`config.mk`:
```
export PLATFORM = sky130hd
export DESIGN_NAME = router_pkt_fifo_flat
export DESIGN_NICKNAME = d
export VERILOG_FILES = /design/src/rtl/router_pkt_fifo_pkg.sv /design/src/rtl/router_pkt_fifo_if.sv /design/src/rtl/router_stall_timer.sv /design/src/rtl/router_pkt_fifo.sv /design/src/flat_wrapper.sv
export SDC_FILE = /design/constraint.sdc
export NUM_CORES = 1
export LEC_CHECK = 0
export ABC_AREA = 1
export CORE_MARGIN = 5
export CORE_UTILIZATION = 35
export DETAILED_ROUTE_END_ITERATION = 10
export GPL_ROUTABILITY_DRIVEN = 0
export GPL_TIMING_DRIVEN = 0
export PLACE_DENSITY_LB_ADDON = 0.08
export RECOVER_POWER = 25
export SLEW_MARGIN = 20
export SYNTH_ARGS = -nofsm -noshare
export SYNTH_HDL_FRONTEND = slang
export SYNTH_SLANG_ARGS = --single-unit
```
`constraint.sdc`:
```
create_clock -name clock -period 3.9 [get_ports clock]
set_clock_uncertainty 0.15 [all_clocks]
set_input_delay 0.78 -clock clock [delete_from_list [all_inputs] [get_ports clock]]
set_output_delay 0.78 -clock clock [all_outputs]
set_load 0.005 [all_outputs]
```
`src/rtl/router_pkt_fifo_pkg.sv`:
```
// Shared constants, types and helpers for the router output FIFO slice.
package router_pkg;

  localparam int DEF_DATA_W  = 8;
  localparam int DEF_DEPTH   = 16;
  localparam int DEF_LEN_LSB = 2;
  localparam int DEF_LEN_W   = 6;

  // Why the FIFO is being cleared this cycle; visible in the top for debug.
  typedef enum logic [1:0] {
    FLUSH_NONE    = 2'd0,
    FLUSH_SOFT    = 2'd1,
    FLUSH_TIMEOUT = 2'd2
  } flush_cause_e;

  function automatic int clog2(input int n);
    int r;
    r = 0;
    for (int i = 0; i < 31; i++) begin
      if ((1 << i) < n) r = i + 1;
    end
    return r;
  endfunction

  // Header length field, extracted on a wide bus so any parameterisation fits.
  function automatic logic [63:0] hdr_len(input logic [63:0] hdr, input int lsb, input int w);
    logic [63:0] mask;
    mask = (64'd1 << w) - 64'd1;
    return (hdr >> lsb) & mask;
  endfunction

endpackage

```
`src/rtl/router_pkt_fifo_if.sv`:
```
// Channel-side bundle of the packet FIFO: write port, read port and status.
interface router_pkt_fifo_if
  import router_pkg::*;
#(
  parameter int DATA_W = DEF_DATA_W,
  parameter int DEPTH  = DEF_DEPTH
);
  localparam int LW = clog2(DEPTH) + 1;

  // Handshake: write_enb/read_enb are single-cycle strobes with no ready wait;
  // a write is taken on an edge only when !full and a read only when !empty.
  // Refused writes raise overflow, refused reads leave data_valid low.
  logic              write_enb;
  logic              lfd_state;
  logic [DATA_W-1:0] data_in;
  logic              read_enb;
  logic [DATA_W-1:0] data_out;
  logic              data_valid;
  logic              pkt_last;
  logic              full;
  logic              empty;
  logic              almost_full;
  logic [LW-1:0]     level;
  logic              overflow;
  logic              timeout;

  modport master (
    output write_enb, lfd_state, data_in, read_enb,
    input  data_out, data_valid, pkt_last, full, empty, almost_full, level, overflow, timeout
  );

  modport slave (
    input  write_enb, lfd_state, data_in, read_enb,
    output data_out, data_valid, pkt_last, full, empty, almost_full, level, overflow, timeout
  );

endinterface

```
`src/rtl/router_stall_timer.sv`:
```
// Counts cycles where data sits unread and requests a flush after TIMEOUT of them.
module router_stall_timer
  import router_pkg::*;
#(
  parameter int TIMEOUT = 30
) (
  input  logic clock,
  input  logic resetn,
  input  logic soft_reset,
  input  logic empty,
  input  logic read_enb,
  output logic flush_req,
  output logic timeout
);

  localparam int CW = (TIMEOUT < 2) ? 1 : clog2(TIMEOUT + 1);

  logic [CW-1:0] cnt_q, cnt_d;
  logic          timeout_q, timeout_d;

  // TIMEOUT of zero keeps the counter parked at zero, so no request ever fires.
  assign flush_req = (TIMEOUT != 0) && (cnt_q == CW'(TIMEOUT));

  always_comb begin
    cnt_d     = cnt_q;
    timeout_d = flush_req && !soft_reset;
    if (soft_reset || flush_req || empty || read_enb) begin
      cnt_d = '0;
    end else if (cnt_q < CW'(TIMEOUT)) begin
      cnt_d = cnt_q + CW'(1);
    end
  end

  always_ff @(posedge clock) begin
    if (!resetn) begin
      cnt_q     <= '0;
      timeout_q <= 1'b0;
    end else begin
      cnt_q     <= cnt_d;
      timeout_q <= timeout_d;
    end
  end

  assign timeout = timeout_q;

endmodule

```
`src/rtl/router_pkt_fifo.sv`:
```
// Packet-aware output FIFO for one router channel: tagged storage, packet-end
// tracking from the header length field, occupancy flags and a stall flush.
module router_pkt_fifo
  import router_pkg::*;
#(
  parameter int DATA_W   = DEF_DATA_W,
  parameter int DEPTH    = DEF_DEPTH,
  parameter int LEN_LSB  = DEF_LEN_LSB,
  parameter int LEN_W    = DEF_LEN_W,
  parameter int AF_LEVEL = DEPTH - 2,
  parameter int TIMEOUT  = 30
) (
  input  logic               clock,
  input  logic               resetn,
  input  logic               soft_reset,
  router_pkt_fifo_if.slave   bus
);

  localparam int AW = clog2(DEPTH);
  localparam int PW = AW + 1;
  localparam int CW = LEN_W + 1;

  logic [DATA_W:0]   mem_q [DEPTH];

  logic [PW-1:0]     wr_ptr_q, wr_ptr_d;
  logic [PW-1:0]     rd_ptr_q, rd_ptr_d;
  logic [DATA_W-1:0] data_out_q, data_out_d;
  logic              data_valid_q, data_valid_d;
  logic              pkt_last_q, pkt_last_d;
  logic              overflow_q, overflow_d;
  logic [CW-1:0]     pkt_cnt_q, pkt_cnt_d;

  logic [PW-1:0]     level;
  logic              full;
  logic              empty;
  logic              almost_full;
  logic              flush_req;
  logic              timeout_pulse;
  flush_cause_e      flush_cause;
  logic              wr_acc;
  logic              rd_acc;
  logic [DATA_W:0]   rd_entry;

  // Pointers carry a wrap bit, so the difference is the occupancy directly.
  assign level       = wr_ptr_q - rd_ptr_q;
  assign empty       = (wr_ptr_q == rd_ptr_q);
  assign full        = (wr_ptr_q[AW-1:0] == rd_ptr_q[AW-1:0]) && (wr_ptr_q[AW] != rd_ptr_q[AW]);
  assign almost_full = (32'(level) >= AF_LEVEL);

  router_stall_timer #(
    .TIMEOUT (TIMEOUT)
  ) u_stall_timer (
    .clock      (clock),
    .resetn     (resetn),
    .soft_reset (soft_reset),
    .empty      (empty),
    .read_enb   (bus.read_enb),
    .flush_req  (flush_req),
    .timeout    (timeout_pulse)
  );

  always_comb begin
    flush_cause = FLUSH_NONE;
    if (soft_reset) begin
      flush_cause = FLUSH_SOFT;
    end else if (flush_req) begin
      flush_cause = FLUSH_TIMEOUT;
    end
  end

  assign wr_acc   = bus.write_enb && !full  && (flush_cause == FLUSH_NONE);
  assign rd_acc   = bus.read_enb  && !empty && (flush_cause == FLUSH_NONE);
  assign rd_entry = mem_q[rd_ptr_q[AW-1:0]];

  always_comb begin
    wr_ptr_d     = wr_ptr_q;
    rd_ptr_d     = rd_ptr_q;
    data_out_d   = data_out_q;
    data_valid_d = 1'b0;
    pkt_last_d   = 1'b0;
    pkt_cnt_d    = pkt_cnt_q;
    overflow_d   = 1'b0;
    if (flush_cause != FLUSH_NONE) begin
      wr_ptr_d   = '0;
      rd_ptr_d   = '0;
      data_out_d = '0;
      pkt_cnt_d  = '0;
    end else begin
      overflow_d = bus.write_enb && full;
      if (wr_acc) begin
        wr_ptr_d = wr_ptr_q + PW'(1);
      end
      if (rd_acc) begin
        rd_ptr_d     = rd_ptr_q + PW'(1);
        data_out_d   = rd_entry[DATA_W-1:0];
        data_valid_d = 1'b1;
        // A header reloads len+1 so the parity byte is the one that hits zero.
        if (rd_entry[DATA_W]) begin
          pkt_cnt_d = CW'(hdr_len(64'(rd_entry[DATA_W-1:0]), LEN_LSB, LEN_W) + 64'd1);
        end else if (pkt_cnt_q != '0) begin
          pkt_cnt_d  = pkt_cnt_q - CW'(1);
          pkt_last_d = (pkt_cnt_q == CW'(1));
        end
      end
    end
  end

  // Storage is deliberately not reset; a flush only rewinds the pointers.
  always_ff @(posedge clock) begin
    if (resetn && wr_acc) begin
      mem_q[wr_ptr_q[AW-1:0]] <= {bus.lfd_state, bus.data_in};
    end
  end

  always_ff @(posedge clock) begin
    if (!resetn) begin
      wr_ptr_q     <= '0;
      rd_ptr_q     <= '0;
      data_out_q   <= '0;
      data_valid_q <= 1'b0;
      pkt_last_q   <= 1'b0;
      pkt_cnt_q    <= '0;
      overflow_q   <= 1'b0;
    end else begin
      wr_ptr_q     <= wr_ptr_d;
      rd_ptr_q     <= rd_ptr_d;
      data_out_q   <= data_out_d;
      data_valid_q <= data_valid_d;
      pkt_last_q   <= pkt_last_d;
      pkt_cnt_q    <= pkt_cnt_d;
      overflow_q   <= overflow_d;
    end
  end

  assign bus.data_out    = data_out_q;
  assign bus.data_valid  = data_valid_q;
  assign bus.pkt_last    = pkt_last_q;
  assign bus.full        = full;
  assign bus.empty       = empty;
  assign bus.almost_full = almost_full;
  assign bus.level       = level;
  assign bus.overflow    = overflow_q;
  assign bus.timeout     = timeout_pulse;

endmodule

```
`src/flat_wrapper.sv`:
```
// flat-port wrapper written by rule: the top's interface ports become plain ports
module router_pkt_fifo_flat import router_pkg::*;
#(
  parameter int DATA_W   = DEF_DATA_W,
  parameter int DEPTH    = DEF_DEPTH,
  parameter int LEN_LSB  = DEF_LEN_LSB,
  parameter int LEN_W    = DEF_LEN_W,
  parameter int AF_LEVEL = DEPTH - 2,
  parameter int TIMEOUT  = 30
)
  (clock, resetn, soft_reset, bus_write_enb, bus_lfd_state, bus_data_in, bus_read_enb, bus_data_out, bus_data_valid, bus_pkt_last, bus_full, bus_empty, bus_almost_full, bus_level, bus_overflow, bus_timeout);
  router_pkt_fifo_if #(.DATA_W(DATA_W), .DEPTH(DEPTH)) bus_i ();
  input  logic clock;
  input  logic resetn;
  input  logic soft_reset;
  input wire logic [$bits(bus_i.write_enb)-1:0] bus_write_enb;
  input wire logic [$bits(bus_i.lfd_state)-1:0] bus_lfd_state;
  input wire logic [$bits(bus_i.data_in)-1:0] bus_data_in;
  input wire logic [$bits(bus_i.read_enb)-1:0] bus_read_enb;
  output wire logic [$bits(bus_i.data_out)-1:0] bus_data_out;
  output wire logic [$bits(bus_i.data_valid)-1:0] bus_data_valid;
  output wire logic [$bits(bus_i.pkt_last)-1:0] bus_pkt_last;
  output wire logic [$bits(bus_i.full)-1:0] bus_full;
  output wire logic [$bits(bus_i.empty)-1:0] bus_empty;
  output wire logic [$bits(bus_i.almost_full)-1:0] bus_almost_full;
  output wire logic [$bits(bus_i.level)-1:0] bus_level;
  output wire logic [$bits(bus_i.overflow)-1:0] bus_overflow;
  output wire logic [$bits(bus_i.timeout)-1:0] bus_timeout;
  assign bus_i.write_enb = bus_write_enb;
  assign bus_i.lfd_state = bus_lfd_state;
  assign bus_i.data_in = bus_data_in;
  assign bus_i.read_enb = bus_read_enb;
  assign bus_data_out = bus_i.data_out;
  assign bus_data_valid = bus_i.data_valid;
  assign bus_pkt_last = bus_i.pkt_last;
  assign bus_full = bus_i.full;
  assign bus_empty = bus_i.empty;
  assign bus_almost_full = bus_i.almost_full;
  assign bus_level = bus_i.level;
  assign bus_overflow = bus_i.overflow;
  assign bus_timeout = bus_i.timeout;
  router_pkt_fifo #(.DATA_W(DATA_W), .DEPTH(DEPTH), .LEN_LSB(LEN_LSB), .LEN_W(LEN_W), .AF_LEVEL(AF_LEVEL), .TIMEOUT(TIMEOUT)) u_core (.clock(clock), .resetn(resetn), .soft_reset(soft_reset), .bus(bus_i));
endmodule
```
-- Word level (Yosys, flattened, before mapping)
Memories as Yosys holds them, arrays and structs flattened. A register that Yosys moved wholly into a read port is not among the register bits.
Index checks and enable logic that the tools add are counted.
- $add $sub $neg: 6
- magnitude comparators: 2
- eq/ne operators: 5
- mux-type cells: 9
- bitwise operators: 3
- reduce and logical (&&, ||, !) cells: 22
- operators with widths (cell ; number):
    adder 5 x 1 -> 5 bit (second input constant) ; 3
    2-to-1 mux 7 bit ; 2
    logical AND 1 bit ; 8
    2-to-1 mux 4 bit ; 2
    adder 6 x 1 -> 7 bit (second input constant) ; 1
    equality test 7 x 1 -> 1 bit (second input constant) ; 1
    nonzero test 7 bit ; 1
    subtractor 7 x 1 -> 7 bit (second input constant) ; 1
    equality test 5 bit ; 1
    equality test 5 bit (second input constant) ; 1
    greater-or-equal comparator 5 x 4 -> 1 bit (second input constant) ; 1
    < comparator 5 bit (second input constant) ; 1
    OR reduction 5 bit ; 1
    subtractor 5 bit ; 1
    equality test 4 bit ; 1
    2-to-1 mux 2 bit ; 2
    nonzero test 2 bit ; 2
    OR reduction 2 bit ; 2
    zero test 1 bit ; 3
    logical OR 1 bit ; 3
    2-to-1 mux 1 bit ; 3
    inverter 1 bit ; 3
    zero test 2 bit ; 1
    AND reduction 2 bit ; 1
    != test 1 bit ; 1
- register bits after elaboration: 34
- RAM bits: 144
- input bits: 14
- output and inout bits: 20
- memories: 1
- memory list (name ; words ; bits a word ; read ports ; clocked after Yosys merged registers in ; write ports ; line ; source):
    u_core.mem_q ; 16 ; 9 ; 1 ; 1 ; 1 ; router_pkt_fifo.sv:23 ; logic [DATA_W:0] mem_q [DEPTH];

-- Logic depth before layout (Yosys ltp)
Gate-level depths: netlist (run 1).
- depth in word-level cells: 8
- mapped depth: 16
- depth with buffers taken out: 13

-- Cells and area by module
From an unflattened synthesis (run 1), not the netlist that was laid out.
- cells, all modules: 803
- area total of the unflattened synthesis: 8085.3 sq um
- modules (own cells, without submodules) (module ; instances ; cells an instance ; area an instance (sq um) ; sequential area each (sq um)):
    router_pkt_fifo ; 1 ; 755 ; 7757.4 ; 4964.8
    router_stall_timer ; 1 ; 48 ; 327.8 ; 120.1

-- Least setup slack after synthesis (run 1)
Ideal clock, no wire load.
- path type: input to register
- start: input port soft_reset
- end: memory u_core.mem_q[7][0] in the netlist's numbering (enable)
- library setup time: 387 ps
- data arrival time: 2122 ps
- setup slack: 1241 ps
- stages: 5
- path buffers: 0
- path through: nor2_2 > nand3_1 > nor2_1 > inv_1 > nor3_1
- longest elaborated chain between the ends: 6
- ends and longest elaborated chain (element ; line ; source):
    start: declaration ; flat_wrapper.sv:15 ; input logic soft_reset;
    2-to-1 mux 2 bit ; router_pkt_fifo.sv:64 ; if (soft_reset) begin
    zero test 2 bit ; router_pkt_fifo.sv:71 ; assign wr_acc = bus.write_enb && !full && (flush_cause == FLUSH_NONE);
    logical AND 1 bit ; router_pkt_fifo.sv:71 ;
    logical AND 1 bit ; router_pkt_fifo.sv:110 ; if (resetn && wr_acc) begin
    2-to-1 mux 1 bit ; router_pkt_fifo.sv:110 ;
    2-to-1 mux 1 bit (implied by the code) ; router_pkt_fifo.sv:111 ; mem_q[wr_ptr_q[AW-1:0]] <= {bus.lfd_state, bus.data_in};
    end: declaration ; router_pkt_fifo.sv:23 ;
No other way between the ends.

-- Final worst setup path (run 1)
- start: register u_core.wr_ptr_q[0]
- end: output port bus_almost_full
- longest elaborated chain between the ends: 2
- ends and longest elaborated chain (element ; line ; source):
    start: declaration ; router_pkt_fifo.sv:25 ; logic [PW-1:0] wr_ptr_q, wr_ptr_d;
    start signal: assignment ; router_pkt_fifo.sv:125 ; wr_ptr_q <= wr_ptr_d;
    subtractor 5 bit ; router_pkt_fifo.sv:45 ; assign level = wr_ptr_q - rd_ptr_q;
    greater-or-equal comparator 5 x 4 -> 1 bit ; router_pkt_fifo.sv:48 ; assign almost_full = (32'(level) >= AF_LEVEL);
    end: declaration ; flat_wrapper.sv:25 ; output wire logic [$bits(bus_i.almost_full)-1:0] bus_almost_full;
No other way between the ends.

==> results.cfg, run 1 <==
[floorplanning]
ios = 34
die_y_um = 161
start_util_pct = 35.4
die_x_um = 161
fp-row-count = 55
die_area_um2 = 26000
design.core.area_um2 = 22600

[sta]
setup_viol = 0
min_period_over_period_pct = 90.1
maxSlewViolCount = 0
fin_hold_ws_ns = 0.333
worst_pin_slew_ns = 0.958
tns_ns = 0
max_slew_margin_pct = 35.9
fin_crit_ns = 3.52
fmaxAchievable_mhz = 284
finalHoldViolCount = 0
rsz0062_at_grt = false

[detailed_routing]
first_iter_violations = 498
post-route-drc-count = 0
wl_per_cell_um = 18.7
drt_pass1_iterations = 5
routed_wl_um = 21200
num_vias = 5600
ant_nets = 0
vias_per_cell = 4.94

[critical_path]
r2r_cells = 8
crit_type = reg -> out
worstPathMaxFanout = 7
critPathBufInv = 3
path_depth = 9
cp_top_family = buffers and inverters
crit_top_cell = inv_1
r2r_start = u_core.wr_ptr_q[2]
crit_chain = inv_1 -> ha_1 -> inv_1 -> fa_1 -> nand3_1 -> nand2_1 -> xnor2_1 -> a31o_2 -> clkdlybuf4s50_1
worstPathArrival_ns = 2.59
required_ns = 2.97
crit_slowest_cell = clkdlybuf4s50_1
cp-start-kind = flop
endpoint_kind = output pin
slowest_delay_ns = 0.49
crit_path_start = u_core.wr_ptr_q[0]

[synth]
synthDominantAreaCellType = edfxtp_1
synthFlopType = edfxtp_1
synthDistinctLibCells = 40
syn_nets = 809
ys_top_cells_by_area = edfxtp_1 (54%), dfxtp_1 (9.5%), nand2_1 (8.6%), nand3_1 (4.9%), inv_1 (3.9%)
synth_top_cell_area_share_pct = 54.1
netlist_instances = 779
synthArstFlopShare_pct = 0
yosys_warnings = 0
synth-edff-count = 144
syn_area_um2 = 8000
yosysMostFrequentCell = nand2_1
ys_seq_area_share_pct = 63.6
ys_seq_elements = 182
syn-mean-instance-area_um2 = 10.3
synthTopCellsByCount = nand2_1 (183), edfxtp_1 (144), inv_1 (83)

[worst_hold_path]
holdPathStages = 2
hp-start = u_core.wr_ptr_q[4]
hold_path_class = reg -> reg

[global_routing]
antenna_found_initial = 0
grt_pass1_wl_um = 32700
grt_pass1_vias = 5522
grt_max_degree = 20
grt-ovfl-total = 0
grt_use_total_pct = 16.8

[cells_and_area]
syn_to_final_growth_pct = 17.3
drive_above_1_share_pct = 11.4
final_core_util_pct = 41.6
nets = 866
n_antenna_cell = 0

[status]
status = complete, no violations

[pwr]
ir_drop_mv = 0.217
p_leak_nw = 3.61
power.density_nw_per_um2 = 424

[clock_tree]
cts_buffer_depth = 2
cts_tree = built
cts_buffers = 17
cts.htree.levels = 4
path_clk_slew_ns = 0.07
cts.sinks = 182
clk_latency_ns = 0.44
cts_resized = 0
root_buffer = clkbuf_16
cts_hold_buffers = 0
postCtsSetupRepairBufs = 0

[flow_run]
drv_cap = 0

[placed_design]
dpl.hpwl_um = 14100
port_buffers = 33
## report_power, final
group	switching (mW)	internal [mW]
combinational	0.0937	0.0471
sequential	0.00364	2.10
clock	0.838	0.896
total	0.935	3.04
## final cells by class
type                       count  area, µm²
buffer                        32        221
multi-input combinational    476       2400
fill                        2176      13200
timing repair buffer          38        383
inverter                      89        339
tap                          285        357
sequential                   182       5080
clock buffer                  18        450
clock inverter                14        150
## per-layer routing
metal	routed length [µm]	GRT usage [%]	vias to the layer above	part of all wire [%]
li1	-	-	2749	-
met4	322	4.50	0	1.5
met2	10100	27.4	131	48
met3	1060	3.52	21	5.0
met1	9740	22.8	2699	46
met5	0	0	-	0
## worst paths after layout
kind	slack (ns)	end
max	0.38	bus_almost_full
min	0.33	u_core.wr_ptr_q[4]
max reg2reg	0.76	u_core.mem_q[8][8]
min reg2reg	0.33	u_core.wr_ptr_q[4]
## worst register-to-register path: stages (launching register included)
cell,delay [ns]
dfxtp_1,0.47
ha_1,0.35
nand4_1,0.15
nor2_1,0.08
inv_1,0.05
nand3_1,0.22
nor2_1,0.31
nand2_1,0.21
nor2_1,0.77
## cells by family (layout without fill, tap and decap cells)
kind of cell               after synthesis  in the layout  synth area share [%]
buffers and inverters                  121            191                  7.01
AOI/OAI and AO/OA                       89             89                  6.62
xor gates and xnor gates                 9              9                 0.985
and+or+nand+nor                        362            362                  19.2
adders and majority gates               16             16                  2.60
DFF                                    182            182                  63.6
## stage by stage
stage	setup WS [ns]	cell area (µm²)	total power, mW	cells
final	0.385	9380	3.97	1134
after global routing	0.223	9380	4.10	1134
after CTS	0.376	9380	4.01	1134
after detailed placement	0.247	8780	2.29	1102
after global placement	-0.771	8690	2.28	1097
after floorplan	1.24	8000	2.21	779
## registers in the layout, indices dropped and copies added, names as in the netlist, named ones only
| register | cells |
|---|---|
| u_core.mem_q | 144 |
| u_core.bus.data_out | 8 |
| u_core.pkt_cnt_q | 7 |
| u_core.rd_ptr_q | 5 |
| u_core.u_stall_timer.cnt_q | 5 |
| u_core.wr_ptr_q | 5 |
| u_core.bus.data_valid | 1 |
| u_core.bus.overflow | 1 |
| u_core.bus.pkt_last | 1 |
| u_core.u_stall_timer.timeout | 1 |
## placed cells by master, fill, tap and decap left out, types with 4 or more instances in the layout
master	n
o21ai_1	6
nand3_1	78
nor2_2	13
clkdlybuf4s50_1	26
nand2_2	5
inv_1	83
inv_6	4
ha_1	15
xor2_1	6
buf_2	14
o211ai_1	18
inv_8	4
edfxtp_1	144
clkbuf_16	18
a21oi_1	21
o221ai_1	5
nor3_1	5
nand2_1	183
o21ai_0	31
buf_6	12
clkbuf_1	5
buf_4	4
dfxtp_1	38
nor2_1	63
dlygate4sd3_1	7
No activity file was read; power rests on OpenSTA's default activity.
==> inputs of run 2 (changes only) <==
--- a/config.mk
+++ b/config.mk
@@ -6,6 +6,7 @@
 export NUM_CORES = 1
 export LEC_CHECK = 0
 export ABC_AREA = 1
+export CAP_MARGIN = 5
 export CORE_MARGIN = 5
 export CORE_UTILIZATION = 35
 export DETAILED_ROUTE_END_ITERATION = 10
==> results of run 2 <==
Same layout as run 1: the final DEF is identical, and so are final timing and power.
